<file path="src/rtl/mult_pkg.sv">
// Shared definitions for the sequential shift-add multiplier:
// controller state encoding and iteration-counter sizing.
package mult_pkg;

    localparam logic [1:0] S_IDLE = 2'd0;
    localparam logic [1:0] S_RUN  = 2'd1;
    localparam logic [1:0] S_FIX  = 2'd2;

    typedef enum logic [1:0] {
        ST_IDLE = S_IDLE,
        ST_RUN  = S_RUN,
        ST_FIX  = S_FIX
    } state_t;

    function automatic int count_width(input int width);
        return $clog2(width + 1);
    endfunction

endpackage

</file>
<file path="src/rtl/shift_add_core.sv">
// Datapath of the shift-add multiplier: magnitude registers, accumulator
// and iteration counter, advanced one partial product per step.
module shift_add_core
    import mult_pkg::*;
#(
    parameter int WIDTH = 8
) (
    input  logic                 clock,
    input  logic                 reset_n,
    input  logic                 load,
    input  logic                 step,
    input  logic [WIDTH-1:0]     mcnd_load,
    input  logic [WIDTH-1:0]     mpr_load,
    output logic [2*WIDTH-1:0]   acc,
    output logic                 mpr_zero,
    output logic                 count_last
);

    localparam int CW = count_width(WIDTH);

    logic [WIDTH-1:0]   mpr_r;
    logic [2*WIDTH-1:0] mcnd_r;
    logic [2*WIDTH-1:0] acc_r;
    logic [CW-1:0]      count_r;

    // Operand load and one add/shift iteration per step.
    always_ff @(posedge clock or negedge reset_n) begin
        if (!reset_n) begin
            mpr_r   <= '0;
            mcnd_r  <= '0;
            acc_r   <= '0;
            count_r <= '0;
        end else if (load) begin
            mpr_r   <= mpr_load;
            mcnd_r  <= {{WIDTH{1'b0}}, mcnd_load};
            acc_r   <= '0;
            count_r <= '0;
        end else if (step) begin
            if (mpr_r[0]) begin
                acc_r <= acc_r + mcnd_r;
            end
            mpr_r   <= mpr_r >> 1;
            mcnd_r  <= mcnd_r << 1;
            count_r <= count_r + CW'(1);
        end
    end

    // Both flags look ahead to the state after the current step completes.
    assign acc        = acc_r;
    assign mpr_zero   = (mpr_r[WIDTH-1:1] == '0);
    assign count_last = (count_r == CW'(WIDTH - 1));

endmodule

</file>
<file path="src/rtl/seq_multiplier.sv">
// Sequential signed/unsigned multiplier with start/busy/done handshake,
// early termination on the multiplier magnitude and registered results.
module seq_multiplier
    import mult_pkg::*;
#(
    parameter int WIDTH = 8
) (
    input  logic                 clock,
    input  logic                 reset_n,
    input  logic                 start,
    input  logic                 signed_mode,
    input  logic [WIDTH-1:0]     multiplicand,
    input  logic [WIDTH-1:0]     multiplier,
    output logic                 busy,
    output logic                 done,
    output logic [2*WIDTH-1:0]   result,
    output logic                 sign,
    output logic                 zflag
);

    localparam int PW = 2 * WIDTH;

    // The most negative operand maps to 2^(WIDTH-1), which still fits unsigned.
    function automatic logic [WIDTH-1:0] magnitude(input logic [WIDTH-1:0] x,
                                                   input logic is_signed);
        return (is_signed && x[WIDTH-1]) ? (~x + WIDTH'(1'b1)) : x;
    endfunction

    state_t           state_r;
    logic             neg_r;
    logic [WIDTH-1:0] mag_a_s;
    logic [WIDTH-1:0] mag_b_s;
    logic             neg_s;
    logic             load_s;
    logic             step_s;
    logic [PW-1:0]    acc_s;
    logic             mpr_zero_s;
    logic             count_last_s;

    // Operand conditioning and datapath control decode.
    always_comb begin
        mag_a_s = magnitude(multiplicand, signed_mode);
        mag_b_s = magnitude(multiplier, signed_mode);
        neg_s   = signed_mode & (multiplicand[WIDTH-1] ^ multiplier[WIDTH-1]);
        load_s  = (state_r == ST_IDLE) && start;
        step_s  = (state_r == ST_RUN);
    end

    shift_add_core #(
        .WIDTH (WIDTH)
    ) u_core (
        .clock      (clock),
        .reset_n    (reset_n),
        .load       (load_s),
        .step       (step_s),
        .mcnd_load  (mag_a_s),
        .mpr_load   (mag_b_s),
        .acc        (acc_s),
        .mpr_zero   (mpr_zero_s),
        .count_last (count_last_s)
    );

    // Controller FSM with registered handshake and result outputs.
    always_ff @(posedge clock or negedge reset_n) begin
        if (!reset_n) begin
            state_r <= ST_IDLE;
            neg_r   <= 1'b0;
            busy    <= 1'b0;
            done    <= 1'b0;
            result  <= '0;
            sign    <= 1'b0;
            zflag   <= 1'b0;
        end else begin
            case (state_r)
                ST_IDLE: begin
                    done <= 1'b0;
                    if (start) begin
                        neg_r   <= neg_s;
                        busy    <= 1'b1;
                        state_r <= (mag_b_s == '0) ? ST_FIX : ST_RUN;
                    end
                end
                ST_RUN: begin
                    if (mpr_zero_s || count_last_s) begin
                        state_r <= ST_FIX;
                    end
                end
                ST_FIX: begin
                    // A zero product is reported as non-negative even when neg_r is set.
                    result  <= neg_r ? (~acc_s + PW'(1'b1)) : acc_s;
                    zflag   <= (acc_s == '0);
                    sign    <= neg_r & (acc_s != '0);
                    done    <= 1'b1;
                    busy    <= 1'b0;
                    state_r <= ST_IDLE;
                end
                default: begin
                    state_r <= ST_IDLE;
                    busy    <= 1'b0;
                    done    <= 1'b0;
                end
            endcase
        end
    end

endmodule
</file>
<file path="config.mk">
export PLATFORM = sky130hd
export DESIGN_NAME = seq_multiplier
export DESIGN_NICKNAME = d
export VERILOG_FILES = /design/src/rtl/mult_pkg.sv /design/src/rtl/shift_add_core.sv /design/src/rtl/seq_multiplier.sv
export SDC_FILE = /design/constraint.sdc
export NUM_CORES = 1
export LEC_CHECK = 0
export CAP_MARGIN = 20
export CORE_UTILIZATION = 40
export CTS_CLUSTER_SIZE = 8
export DETAILED_ROUTE_END_ITERATION = 7
export PLACE_DENSITY = 0.67
export SLEW_MARGIN = 20
export SYNTH_ARGS = -nofsm -noshare
export SYNTH_HDL_FRONTEND = slang
export SYNTH_HIERARCHICAL = 1
export SYNTH_SLANG_ARGS = --single-unit
</file>
<file path="constraint.sdc">
create_clock -name clock -period 2.4 [get_ports clock]
set_input_delay 0.48 -clock clock [delete_from_list [all_inputs] [get_ports clock]]
set_output_delay 0.48 -clock clock [all_outputs]
set_load 0.02 [all_outputs]
</file>
==> flow_summary_export.csv <==
group,metric,value,unit
setup_path,crit_chain,"ha_2 -> inv_1 -> fa_2 -> and2b_1 -> o2111ai_2 -> a21oi_2 -> o311ai_2 -> nor2b_1 -> or4_1 -> nand3_1",
synthesis,ys_seq_area_share,40.6,%
status,status,"finished clean",
power_and_ir_drop,power,0.00618,W
final_layout,utilization,50.9,%
setup_path,cp.arrival,2.65,ns
synthesis,synthArstFlopShare,100,%
synthesis,synthCells,451,
floorplan,pin_count,40,
timing,worst_pin_slew,0.590,ns
final_layout,fin_nets,543,
grt,grt_pass1_wl,14400,µm
synthesis,syn_area,0.00413,mm²
drt,firstDrtPassIters,4,
timing,skew,0.0102,ns
setup_path,crit_type,"register to register",
synthesis,yosysTopAreaCell,"dfrtp_1",
floorplan,die_y,104,µm
timing,setup_viol,0,
clock_network,cts_buffers,9,
synthesis,synth_top_cell_area_share,40.6,%
clock_network,root_buffer,"clkbuf_8",
floorplan,rows,36,
drt,drtAntennaViolNets,0,
setup_path,cp-end-kind,"register",
final_layout,drive_gt1_share,12.2,%
synthesis,synth_area_leaders,"dfrtp_1 41%, mux2i_1 6.5%, nand2_1 6.5%, xor2_1 5.9%, ha_1 5.8%",
synthesis,syn-num-nets,491,
timing,hold_viol,0,
floorplan,initial_utilization,41.8,%
clock_network,clk_path_buf_depth,2,
timing,setup_tns,0,ns
clock_network,cts.sinks,67,
power_and_ir_drop,leakage,2.34,nW
setup_path,crit_path_top_delay_cell,"or4_1",
final_layout,diodes,0,
grt,antenna_found_initial,0,
setup_path,cp.required,2.67,ns
drt,wl_per_cell,12.7,µm
place,port_buffers,39,
power_and_ir_drop,pwr_density_cell,1230,mW/mm²
grt,grt_pass1_vias,3211,
clock_network,clock_latency,0.34,ns
setup_path,cp_max_fo,3,
synthesis,dominantRegCellSynth,"dfrtp_1",
floorplan,core,0.00986,mm²
grt,grt_overflow,0,
timing,finalMaxSlewViolations,0,
place,globalplace.congestion,0.836,
timing,max_freq,0.420,GHz
final_layout,area_delta_synth_final,21.6,%
clock_network,htreeDepth,3,
job,drv_cap,0,
drt,drt_iter0_markers,90,
timing,period_share,99.2,%
clock_network,hold_buffers,0,
synthesis,yosysWarnings,6,
drt,wl,8160,µm
power_and_ir_drop,ir_drop,0.000481,V
timing,max-slew-margin-rel,60.6,%
synthesis,synth_edf_count,0,
setup_path,slowest_delay,0.40,ns
grt,grt_use_total,16.3,%
drt,drc,0,
timing,rsz0062_at_grt,"true",
synthesis,ys_seq_elements,67,
floorplan,die_area,0.0107,mm²
place,place_area,0.00477,mm²
clock_network,clkTransAtPathRegs,0.08,ns
synthesis,synth_area_per_cell,9.15,µm²
synthesis,ys_types,59,
min_path,hp-class,"input pin to async pin",
grt,grt_max_degree,68,
setup_path,startpoint_type,"register",
place,place_hpwl,6160,µm
timing,fin_crit,2.38,ns
timing,whs,0.140,ns
drt,num_vias,3282,
floorplan,die-width,104,µm
final_layout,fin_area,0.00502,mm²
clock_network,tritoncts,"done",
drt,via_per_inst,5.12,
final_layout,fill_cells,957,
-- per-layer routing --
| layer | up-vias | share of wire, % | track usage [%] |
|---|---|---|---|
| met5 | - | 0 | 0 |
| met4 | 0 | 1.3 | 5.90 |
| met3 | 10 | 3.2 | 2.89 |
| met2 | 56 | 47 | 27.5 |
| met1 | 1518 | 49 | 20.9 |
| li1 | 1698 | - | - |
-- worst max-delay path: cells and delay by family, from the launching register on --
family          cells  cell delay, ns
buf+inv             1            0.06
flops               1            0.36
fa+ha+maj           2            0.53
compound gates      3            0.50
simple gates        4            0.88
-- synthesized netlist by cell type (4+ instances only) --
| cell type | number |
|---|---|
| dfrtp_1 | 67 |
| ha_1 | 19 |
| nor3_1 | 9 |
| inv_1 | 11 |
| or4_1 | 4 |
| nor2b_1 | 5 |
| a21oi_1 | 17 |
| xor2_1 | 28 |
| o21ai_0 | 32 |
| nand3_1 | 6 |
| nand2_1 | 72 |
| o31ai_1 | 4 |
| nor2_1 | 34 |
| or3_1 | 5 |
| nand2b_1 | 5 |
| a211oi_1 | 4 |
| a21o_1 | 7 |
| xnor2_1 | 7 |
| mux2i_1 | 27 |
| clkbuf_1 | 17 |
| o21ai_1 | 15 |
-- report_power, final --
group	internal (W)	switching (W)
sequential	0.00161	0.000383
combinational	0.00147	0.00175
clock	0.000538	0.000436
-- cells in the final DEF (no fill, tap or decap), types with 3 or more instances in the layout --
cell,n
nand3b_1,3
or3_1,5
dfrtp_1,67
clkbuf_8,11
xnor2_1,7
o41ai_1,3
a21oi_1,16
o31ai_1,4
nor2_1,34
nand2_1,72
nor4_1,3
nor2b_1,4
o21ai_0,32
or4_1,4
xor2_1,28
mux2i_1,27
clkinvlp_4,3
nor3_1,9
a31oi_1,3
a21o_1,7
a21oi_2,3
a211oi_1,4
inv_1,11
clkdlybuf4s50_1,38
nand2b_1,5
ha_1,18
nand3_1,6
o21ai_1,15
buf_4,22
-- repair_timing --
item | CTS | global route
gates cloned | 0 | 0
endpoints found under the setup margin | 1 | 5
buffers inserted | 0 | 2
hold endpoints to repair | 0 | 0
resized for setup | 0 | 4
pin swaps | 1 | 5
-- sequential cells by signal (all words and copies together) (netlist names) --
| register | flops |
|---|---|
| result | 16 |
| done | 1 |
| u_core/mpr_r | 8 |
| neg_r | 1 |
| u_core/acc | 16 |
| state_r | 2 |
| sign | 1 |
| u_core/mcnd_r | 16 |
| u_core/count_r | 4 |
| zflag | 1 |
| busy | 1 |
-- logic make-up (layout without fill, tap and decap cells) --
logic type	Yosys count	in the layout	synth area share (%)
muxes	30	30	7.37
buffers and inverters	32	89	2.97
xor gates and xnor gates	35	35	7.43
DFF	67	67	40.6
adders and majority gates	20	20	6.25
AOI/OAI and AO/OA	106	106	16.9
and+or+nand+nor	161	161	18.5
-- final cells by class --
cell class / count / area (µm²) / area share (%)
Tap cell: 133 / 166 / 3.32
Clock inverter: 5 / 61.3 / 1.22
Timing Repair Buffer: 62 / 571 / 11.4
Inverter: 11 / 41.3 / 0.823
Multi-Input combinational cell: 352 / 2350 / 46.8
Sequential cell: 67 / 1680 / 33.4
Clock buffer: 11 / 151 / 3.02
-- worst paths after layout --
path | start | end | slack (ns) | depth (start not counted)
hold / removal | reset_n | result[0] | 0.14 | 2
min in group clock | result[3] | result[3] | 0.48 | 2
setup reg to reg | u_core/mcnd_r[0] | u_core/acc[12] | 0.02 | 10
hold reg to reg | result[3] | result[3] | 0.48 | 2
setup / recovery | u_core/mcnd_r[0] | u_core/acc[12] | 0.02 | 10
max in group asynchronous | reset_n | u_core/acc[7] | 1.95 | 2
-- per-stage QoR --
step | worst slack (ns) | cells
after detailed placement | 0.0165 | 623
after CTS | 0.000686 | 639
after floorplan | 0.103 | 451
after global routing | -0.0985 | 641
final | 0.0197 | 641
after global placement | 0.0624 | 623
Power figures use the tool's default switching activity.
